`config.mk`:
```
export PLATFORM = sky130hd
export DESIGN_NAME = stream_max_tracker
export DESIGN_NICKNAME = d
export VERILOG_FILES = /design/src/rtl/stream_max_tracker_pkg.sv /design/src/rtl/stream_max_tracker_nibble_gt.sv /design/src/rtl/stream_max_tracker.sv
export SDC_FILE = /design/constraint.sdc
export NUM_CORES = 1
export LEC_CHECK = 0
export BUFFER_PORTS_ARGS = -buffer_cell sky130_fd_sc_hd__buf_2
export CAP_MARGIN = 0
export CORE_MARGIN = 2
export CORE_UTILIZATION = 55
export CTS_CLUSTER_SIZE = 28
export DETAILED_ROUTE_END_ITERATION = 12
export PLACE_DENSITY = 0.79
export SLEW_MARGIN = 20
export SYNTH_ARGS = -nofsm -noshare
export SYNTH_HDL_FRONTEND = slang
export SYNTH_HIERARCHICAL = 1
export SYNTH_SLANG_ARGS = --single-unit
export TNS_END_PERCENT = 10
```
`constraint.sdc`:
```
create_clock -name clk -period 5 [get_ports clk]
set_input_delay 0.5 -clock clk [delete_from_list [all_inputs] [get_ports clk]]
set_output_delay 0.5 -clock clk [all_outputs]
set_load 0.005 [all_outputs]
```
`src/rtl/stream_max_tracker_pkg.sv`:
```
// Shared types and defaults for the stream max tracker: FSM encoding and default sample width.
package stream_max_tracker_pkg;

  localparam int DEFAULT_WIDTH = 4;

  typedef enum logic [1:0] {
    IDLE  = 2'd0,
    ACCUM = 2'd1,
    DONE  = 2'd2
  } state_e;

endpackage : stream_max_tracker_pkg

```
`src/rtl/stream_max_tracker_nibble_gt.sv`:
```
// Unsigned WIDTH-bit strict greater-than comparator (gt_o = a_i > b_i).
module nibble_gt
  import stream_max_tracker_pkg::*;
#(
  parameter int WIDTH = DEFAULT_WIDTH
) (
  input  logic [WIDTH-1:0] a_i,
  input  logic [WIDTH-1:0] b_i,
  output logic             gt_o
);

  assign gt_o = (a_i > b_i);

endmodule : nibble_gt

```
`src/rtl/stream_max_tracker.sv`:
```
// Tracks the maximum (and its first index) over a fixed window of samples; pulses done per window.
// Define STREAM_MAX_TRACKER_MIN_EN to also track the minimum and expose min_value/min_index.
module stream_max_tracker
  import stream_max_tracker_pkg::*;
#(
  parameter int WIDTH  = DEFAULT_WIDTH,
  parameter int WINDOW = 8,
  parameter int CNT_W  = 3
) (
  input  logic             clk,
  input  logic             rst,
  input  logic             start,
  input  logic             in_valid,
  input  logic [WIDTH-1:0] in_data,
  output logic             in_ready,
  output logic             busy,
  output logic [WIDTH-1:0] max_value,
  output logic [CNT_W-1:0] max_index,
  output logic             done
`ifdef STREAM_MAX_TRACKER_MIN_EN
  ,
  output logic [WIDTH-1:0] min_value,
  output logic [CNT_W-1:0] min_index
`endif
);

  state_e           state_q;
  logic [CNT_W-1:0] cnt_q;
  logic             in_ready_q;
  logic             busy_q;
  logic             done_q;

  logic [WIDTH-1:0] run_max_q, run_max_d;
  logic [CNT_W-1:0] run_idx_q, run_idx_d;
  logic [WIDTH-1:0] max_value_q;
  logic [CNT_W-1:0] max_index_q;

  logic accept;
  logic last;
  logic first;
  logic gt_max;

  // in_ready_q is high exactly in ACCUM, so it doubles as the state qualifier.
  assign accept = in_valid & in_ready_q;
  assign first  = (cnt_q == '0);
  assign last   = (cnt_q == CNT_W'(WINDOW - 1));

  nibble_gt #(.WIDTH(WIDTH)) u_gt_max (
    .a_i  (in_data),
    .b_i  (run_max_q),
    .gt_o (gt_max)
  );

`ifdef STREAM_MAX_TRACKER_MIN_EN
  logic [WIDTH-1:0] run_min_q, run_min_d;
  logic [CNT_W-1:0] run_min_idx_q, run_min_idx_d;
  logic [WIDTH-1:0] min_value_q;
  logic [CNT_W-1:0] min_index_q;
  logic             lt_min;

  // Operands swapped: running_min > sample means the sample is a new strict minimum.
  nibble_gt #(.WIDTH(WIDTH)) u_gt_min (
    .a_i  (run_min_q),
    .b_i  (in_data),
    .gt_o (lt_min)
  );

  always_comb begin
    run_min_d     = run_min_q;
    run_min_idx_d = run_min_idx_q;
    if (accept && (first || lt_min)) begin
      run_min_d     = in_data;
      run_min_idx_d = cnt_q;
    end
  end

  assign min_value = min_value_q;
  assign min_index = min_index_q;
`endif

  // NOTE: every always_comb output gets a default first so no path leaves it unassigned (no latch).
  always_comb begin
    run_max_d = run_max_q;
    run_idx_d = run_idx_q;
    if (accept && (first || gt_max)) begin
      run_max_d = in_data;
      run_idx_d = cnt_q;
    end
  end

  // NOTE: sequential state uses non-blocking assignments only, so every register sees pre-edge values.
  always_ff @(posedge clk) begin
    if (rst) begin
      state_q       <= IDLE;
      cnt_q         <= '0;
      in_ready_q    <= 1'b0;
      busy_q        <= 1'b0;
      done_q        <= 1'b0;
      run_max_q     <= '0;
      run_idx_q     <= '0;
      max_value_q   <= '0;
      max_index_q   <= '0;
`ifdef STREAM_MAX_TRACKER_MIN_EN
      run_min_q     <= '0;
      run_min_idx_q <= '0;
      min_value_q   <= '0;
      min_index_q   <= '0;
`endif
    end else begin
      done_q <= 1'b0;
      case (state_q)
        IDLE: begin
          if (start) begin
            state_q    <= ACCUM;
            cnt_q      <= '0;
            in_ready_q <= 1'b1;
            busy_q     <= 1'b1;
          end
        end
        ACCUM: begin
          if (accept) begin
            run_max_q     <= run_max_d;
            run_idx_q     <= run_idx_d;
            cnt_q         <= cnt_q + 1'b1;
`ifdef STREAM_MAX_TRACKER_MIN_EN
            run_min_q     <= run_min_d;
            run_min_idx_q <= run_min_idx_d;
`endif
            // Results load from the next-state values so they are visible alongside done.
            if (last) begin
              state_q     <= DONE;
              in_ready_q  <= 1'b0;
              busy_q      <= 1'b0;
              done_q      <= 1'b1;
              max_value_q <= run_max_d;
              max_index_q <= run_idx_d;
`ifdef STREAM_MAX_TRACKER_MIN_EN
              min_value_q <= run_min_d;
              min_index_q <= run_min_idx_d;
`endif
            end
          end
        end
        DONE: begin
          state_q <= IDLE;
        end
        default: begin
          state_q <= IDLE;
        end
      endcase
    end
  end

  assign in_ready  = in_ready_q;
  assign busy      = busy_q;
  assign done      = done_q;
  assign max_value = max_value_q;
  assign max_index = max_index_q;

endmodule : stream_max_tracker

```
* After elaboration in Yosys (flattened, before gate mapping) *
Cells that the tools add are included.
Widths: inputs -> output; s select.

word-level totals
  bits in registers = 21
  bits in latches = 0
  RAM bits = 0
  memory bits (read-only) = 0
  bits of input ports = 8
  output and inout bits = 10
  logic and storage cells = 43
  memories kept = 0

cells by class
  add/subtract/negate cells = 1
  multipliers = 0
  divide/modulo/power cells = 0
  order comparisons = 1
  equality and inequality tests = 5
  shifts and indexed selects = 0
  muxes and demuxes = 14
  bitwise operators = 3
  reduce and logical (&&, ||, !) cells = 11

operators by type and width
  operator             count
  $mux 3               3
  $reduce_and 3->1     3
  $mux 2               3
  $ne 2x2->1 const B   3
  $pmux 3 s2           1
  $gt 4x4->1           1
  $mux 1               4
  $mux 4               1
  $pmux 2 s2           1
  $reduce_and 4->1     1
  $add 3x1->3 const B  1
  $eq 3x3->1 const B   1
  $logic_not 3->1      1
  $reduce_or 3->1      1
  $eq 2x1->1 const B   1
  $logic_not 2->1      1
  $not 1->1            2
  $pmux 1 s2           1
  $reduce_and 2->1     1
  $reduce_bool 2->1    1
  $and 1x1->1          1
  $logic_and 1x1->1    1
  $logic_or 1x1->1     1

* Longest topological paths before layout *
  depth after elaboration = 4
  depth in mapped cells = 9

* Modules after synthesis *
The synthesis kept the hierarchy.

modules (own cells, without submodules)
  module              times used  cells an instance  area an instance (µm²)  sequential area each (µm²)
  stream_max_tracker  1           91                 923.4                   420.4
  nibble_gt           1           13                 98.8                    0.0

* Least setup slack after synthesis *
Ideal clock, no wire load.

  kind = input -> register
  start = input port in_data[1]
  end = register max_value_q[2], in the netlist max_value[2]
  arrival = 1.867 ns
  data required time = 4.867 ns
  slack = 3.001 ns
  cell stages on the path = 7
  buffers on the path = 0
  cell sequence = ha_1 nor2b_1 o211ai_1 a21oi_1 o21bai_2 mux2i_1 a211oi_2

on the way
  word-level cells in the longest chain between the ends = 4

ends and longest elaborated chain
  item                    line                                text
  start: declaration      stream_max_tracker.sv:14            input logic [WIDTH-1:0] in_data,
  $gt 4x4->1              stream_max_tracker_nibble_gt.sv:12  assign gt_o = (a_i > b_i);
  via gt_max              stream_max_tracker.sv:41            logic gt_max;
  $logic_or 1x1->1        stream_max_tracker.sv:85            if (accept && (first || gt_max)) begin
  $logic_and 1x1->1       stream_max_tracker.sv:85
  $mux 4                  stream_max_tracker.sv:85
  end signal: assignment  stream_max_tracker.sv:135           max_value_q <= run_max_d;
  end: declaration        stream_max_tracker.sv:35            logic [WIDTH-1:0] max_value_q;

The timed path passes the listed nets, and every way through them passes these cells.
A chain may end at the register's enable or synchronous reset.

* Worst setup path in the final report *
  start = register run_max_q[1]
  end = register max_value_q[3], in the netlist max_value[3]

on the way
  word-level cells in the longest chain between the ends = 4

ends and longest elaborated chain
  item                      line                                text
  start: declaration        stream_max_tracker.sv:33            logic [WIDTH-1:0] run_max_q, run_max_d;
  start signal: assignment  stream_max_tracker.sv:122           run_max_q <= run_max_d;
  $gt 4x4->1                stream_max_tracker_nibble_gt.sv:12
  via gt_max                stream_max_tracker.sv:41
  $logic_or 1x1->1          stream_max_tracker.sv:85
  $logic_and 1x1->1         stream_max_tracker.sv:85
  $mux 4                    stream_max_tracker.sv:85

The timed path passes the listed nets, and every way through them passes these cells.

==> impl_metrics.env <==
export IMPL_status="finished clean"
export IMPL_top_level_ports=18
export IMPL_fin_skew_ps=1.95
export IMPL_grt_usage_pct=19.0
export IMPL_cts_root_buffer="clkbuf_4"
export IMPL_rows=15
export IMPL_routed_wl_mm=1.74
export IMPL_synthCells=104
export IMPL_synth_edf_count=0
export IMPL_ys_seq_area_share_pct=41.1
export IMPL_clk_latency_ps=290
export IMPL_netlist_area_leader_share_pct=41.1
export IMPL_io_buffers=17
export IMPL_power_uw=278
export IMPL_p_leak_nw=0.526
export IMPL_rrSetupSlack_ps=2910
export IMPL_min_period_over_period_pct=41.8
export IMPL_tns_ps=0
export IMPL_drt_pass1_iterations=3
export IMPL_numCtsBuffers=3
export IMPL_pwr_density_cell_nw_per_um2=244
export IMPL_ys_types=28
export IMPL_cts_buffer_depth=2
export IMPL_fin_ws_ps=2910
export IMPL_ys_warn_count=6
export IMPL_peakVddDrop_uv=131
export IMPL_r2r_cells=8
export IMPL_die_h_um=47.1
export IMPL_antenna_found_initial=0
export IMPL_fmax_mhz=479
export IMPL_postPlaceCellArea_um2=1110
export IMPL_post_cts_buffers=0
export IMPL_final_area_um2=1140
export IMPL_core_um2=1750
export IMPL_ant_nets=0
export IMPL_avgRoutedWirePerCell_um=11.9
export IMPL_via_per_inst=5.07
export IMPL_cp_slowest_cell="o21bai_2"
export IMPL_cpLargestDelayFamily="compound AO/OA/AOI/OAI gates"
export IMPL_r2r_end="max_value[3]$_SDFFE_PP0P_"
export IMPL_ys_flop_type="dfxtp_1"
export IMPL_vias=740
export IMPL_worstHoldStart="in_data[0]"
export IMPL_critPathKind="flip-flop to flip-flop"
export IMPL_min_path_type="primary input to flip-flop"
export IMPL_syn_num_nets=119
export IMPL_place_inst=142
export IMPL_initial_core_util_pct=58.6
export IMPL_fin_nets=137
export IMPL_cp_start_kind="flip-flop"
export IMPL_tightestPinTransition_ps=591
export IMPL_grt_pass1_vias=702
export IMPL_max_slew_margin_pct=60.6
export IMPL_post_place_ws_ps=2690
export IMPL_die_x_um=47.1
export IMPL_drive_above_1_share_pct=23.1
export IMPL_synthTopCellsByArea="dfxtp_1, mux2i_1, ha_1"
export IMPL_drt_iter0_drc=8
export IMPL_grt_max_degree=21
export IMPL_synth_area_um2=1020
export IMPL_cp_buffers_inverters=1
export IMPL_synthArstFlopShare_pct=0
export IMPL_grt_pass1_wl_mm=3.00
export IMPL_drc=0
export IMPL_cts_tree="yes"
export IMPL_hold_violations=0
export IMPL_path_clk_slew_ps=110
export IMPL_grt_overflow_total=0
export IMPL_critPathMaxStageDelay_ps=410
export IMPL_routabilityCongestion=0.865
export IMPL_rsz0062_at_grt="false"
export IMPL_worst_ep_required_time_ps=5170
export IMPL_area_growth_pct=11.4
export IMPL_crit_path_cell_trace="inv_1 > ha_1 > nor2b_1 > o211ai_1 > a21oi_1 > o21bai_2 > mux2i_1 > a211oi_2"
export IMPL_clock_sinks=21
export IMPL_cap_violations=0
export IMPL_dp_hpwl_mm=1.34
export IMPL_htreeDepth=1
export IMPL_worstPathArrival_ps=2260
export IMPL_setup_violations=0
export IMPL_yosysTopAreaCell="dfxtp_1"
export IMPL_die_area_um2=2220
export IMPL_final_cells=146
export IMPL_crit_path_end_kind="flip-flop"
export IMPL_synth_area_per_cell_um2=9.83
export IMPL_fillers=160
export IMPL_hold_path_depth=3
export IMPL_min_period_ps=2090
export IMPL_min_delay_worst_endpoint="run_max_q[0]$_SDFFE_PP0P_"
export IMPL_ff_latch_area_um2=420
export IMPL_critPathMaxFanout=6
export IMPL_cts_hold_buf=0
export IMPL_insertedDiodeCount=0
export IMPL_slew_violations=0
export IMPL_ys_ff_latch=21
export IMPL_cts_resized=0
export IMPL_multi_input_area_um2=546
export IMPL_r2r_start="run_max_q[1]$_SDFFE_PP0P_"
## cell families after synthesis
family | count (synthesis) | share of synthesized area (%)
AO/OA/AOI/OAI | 20 | 15.1
AND/OR/NAND/NOR | 30 | 15.9
multiplexers | 14 | 13.8
flip-flops | 21 | 41.1
adder cells (fa/ha/maj) | 7 | 8.57
buffers and inverters | 12 | 5.51
## cell usage after synthesis, types with 2 or more instances
cell	instances
a211oi_1	4
a211oi_2	2
a21oi_1	5
a22o_1	2
clkbuf_1	2
dfxtp_1	21
ha_1	7
inv_1	8
mux2i_1	13
nand2_1	3
nand3_1	2
nor2_1	14
nor2b_1	4
nor3_1	3
## worst reg2reg max path, delay by kind of cell, from the launching register on
family	cells	cell delay [ps]
multiplexers	1	310
flip-flops	1	380
adder cells (fa/ha/maj)	1	270
AND/OR/NAND/NOR	1	130
buffers and inverters	1	50
AO/OA/AOI/OAI	4	830
## worst max-delay path by stage
stage	startpoint	end	slack, ps	cells after the start
floorplan	in_data[1]	max_value[2]$_SDFFE_PP0P_	3000	7
global placement	in_data[1]	max_value[2]$_SDFFE_PP0P_	2730	8
detailed placement	in_data[1]	max_value[3]$_SDFFE_PP0P_	2690	8
CTS	run_max_q[1]$_SDFFE_PP0P_	max_value[3]$_SDFFE_PP0P_	2900	8
global route	run_max_q[1]$_SDFFE_PP0P_	max_value[2]$_SDFFE_PP0P_	2780	8
finish	run_max_q[1]$_SDFFE_PP0P_	max_value[3]$_SDFFE_PP0P_	2910	8
## final cells by class
cell class	count	area share, %
clock buffers	4	2.31
inverters	8	2.64
multi-input cells	71	47.9
flip-flops and latches	21	36.9
well taps	25	2.75
repair buffers	17	7.47
## power breakdown
part	leakage [nW]	switching, mW	internal, mW	total (mW)
clock network	0.0150	0.0495	0.0310	0.0805
logic	0.341	0.0145	0.0112	0.0257
registers	0.170	0.00259	0.169	0.172
total	0.526	0.0666	0.212	0.278
## sequential cells by signal, summed over array words and instances (netlist names)
signal	cells
state_q	2
max_index	3
done	1
run_idx_q	3
cnt_q	3
max_value	4
busy	1
run_max_q	4
## routing by layer
layer	vias to the layer above	part of all wire, %	wire, µm	GRT usage (%)
li1	400	-	-	-
met1	330	54	934	28.3
met2	10	44	759	28.2
met3	0	2.8	49	3.46
met4	0	0	0	5.00
met5	-	0	0	0
## cell usage in the layout (no fill, tap or decap), types with 2 or more instances in the layout
master,n
buf_2,17
nand2_1,3
clkbuf_4,3
a211oi_1,4
a211oi_2,2
nand3_1,2
inv_1,8
a21oi_1,5
nor3_1,3
nor2_1,14
mux2i_1,13
nor2b_1,4
dfxtp_1,21
ha_1,7
a22o_1,2
## per-stage QoR
| stage | utilization [%] | hold slack, ps |
|---|---|---|
| after floorplan | - | 437 |
| after global placement | 63.7 | 447 |
| after detailed placement | 63.7 | 459 |
| after CTS | 65.2 | 466 |
| after global routing | 65.2 | 494 |
| final | 65.2 | 468 |
No activity file was read; power rests on OpenSTA's default activity.
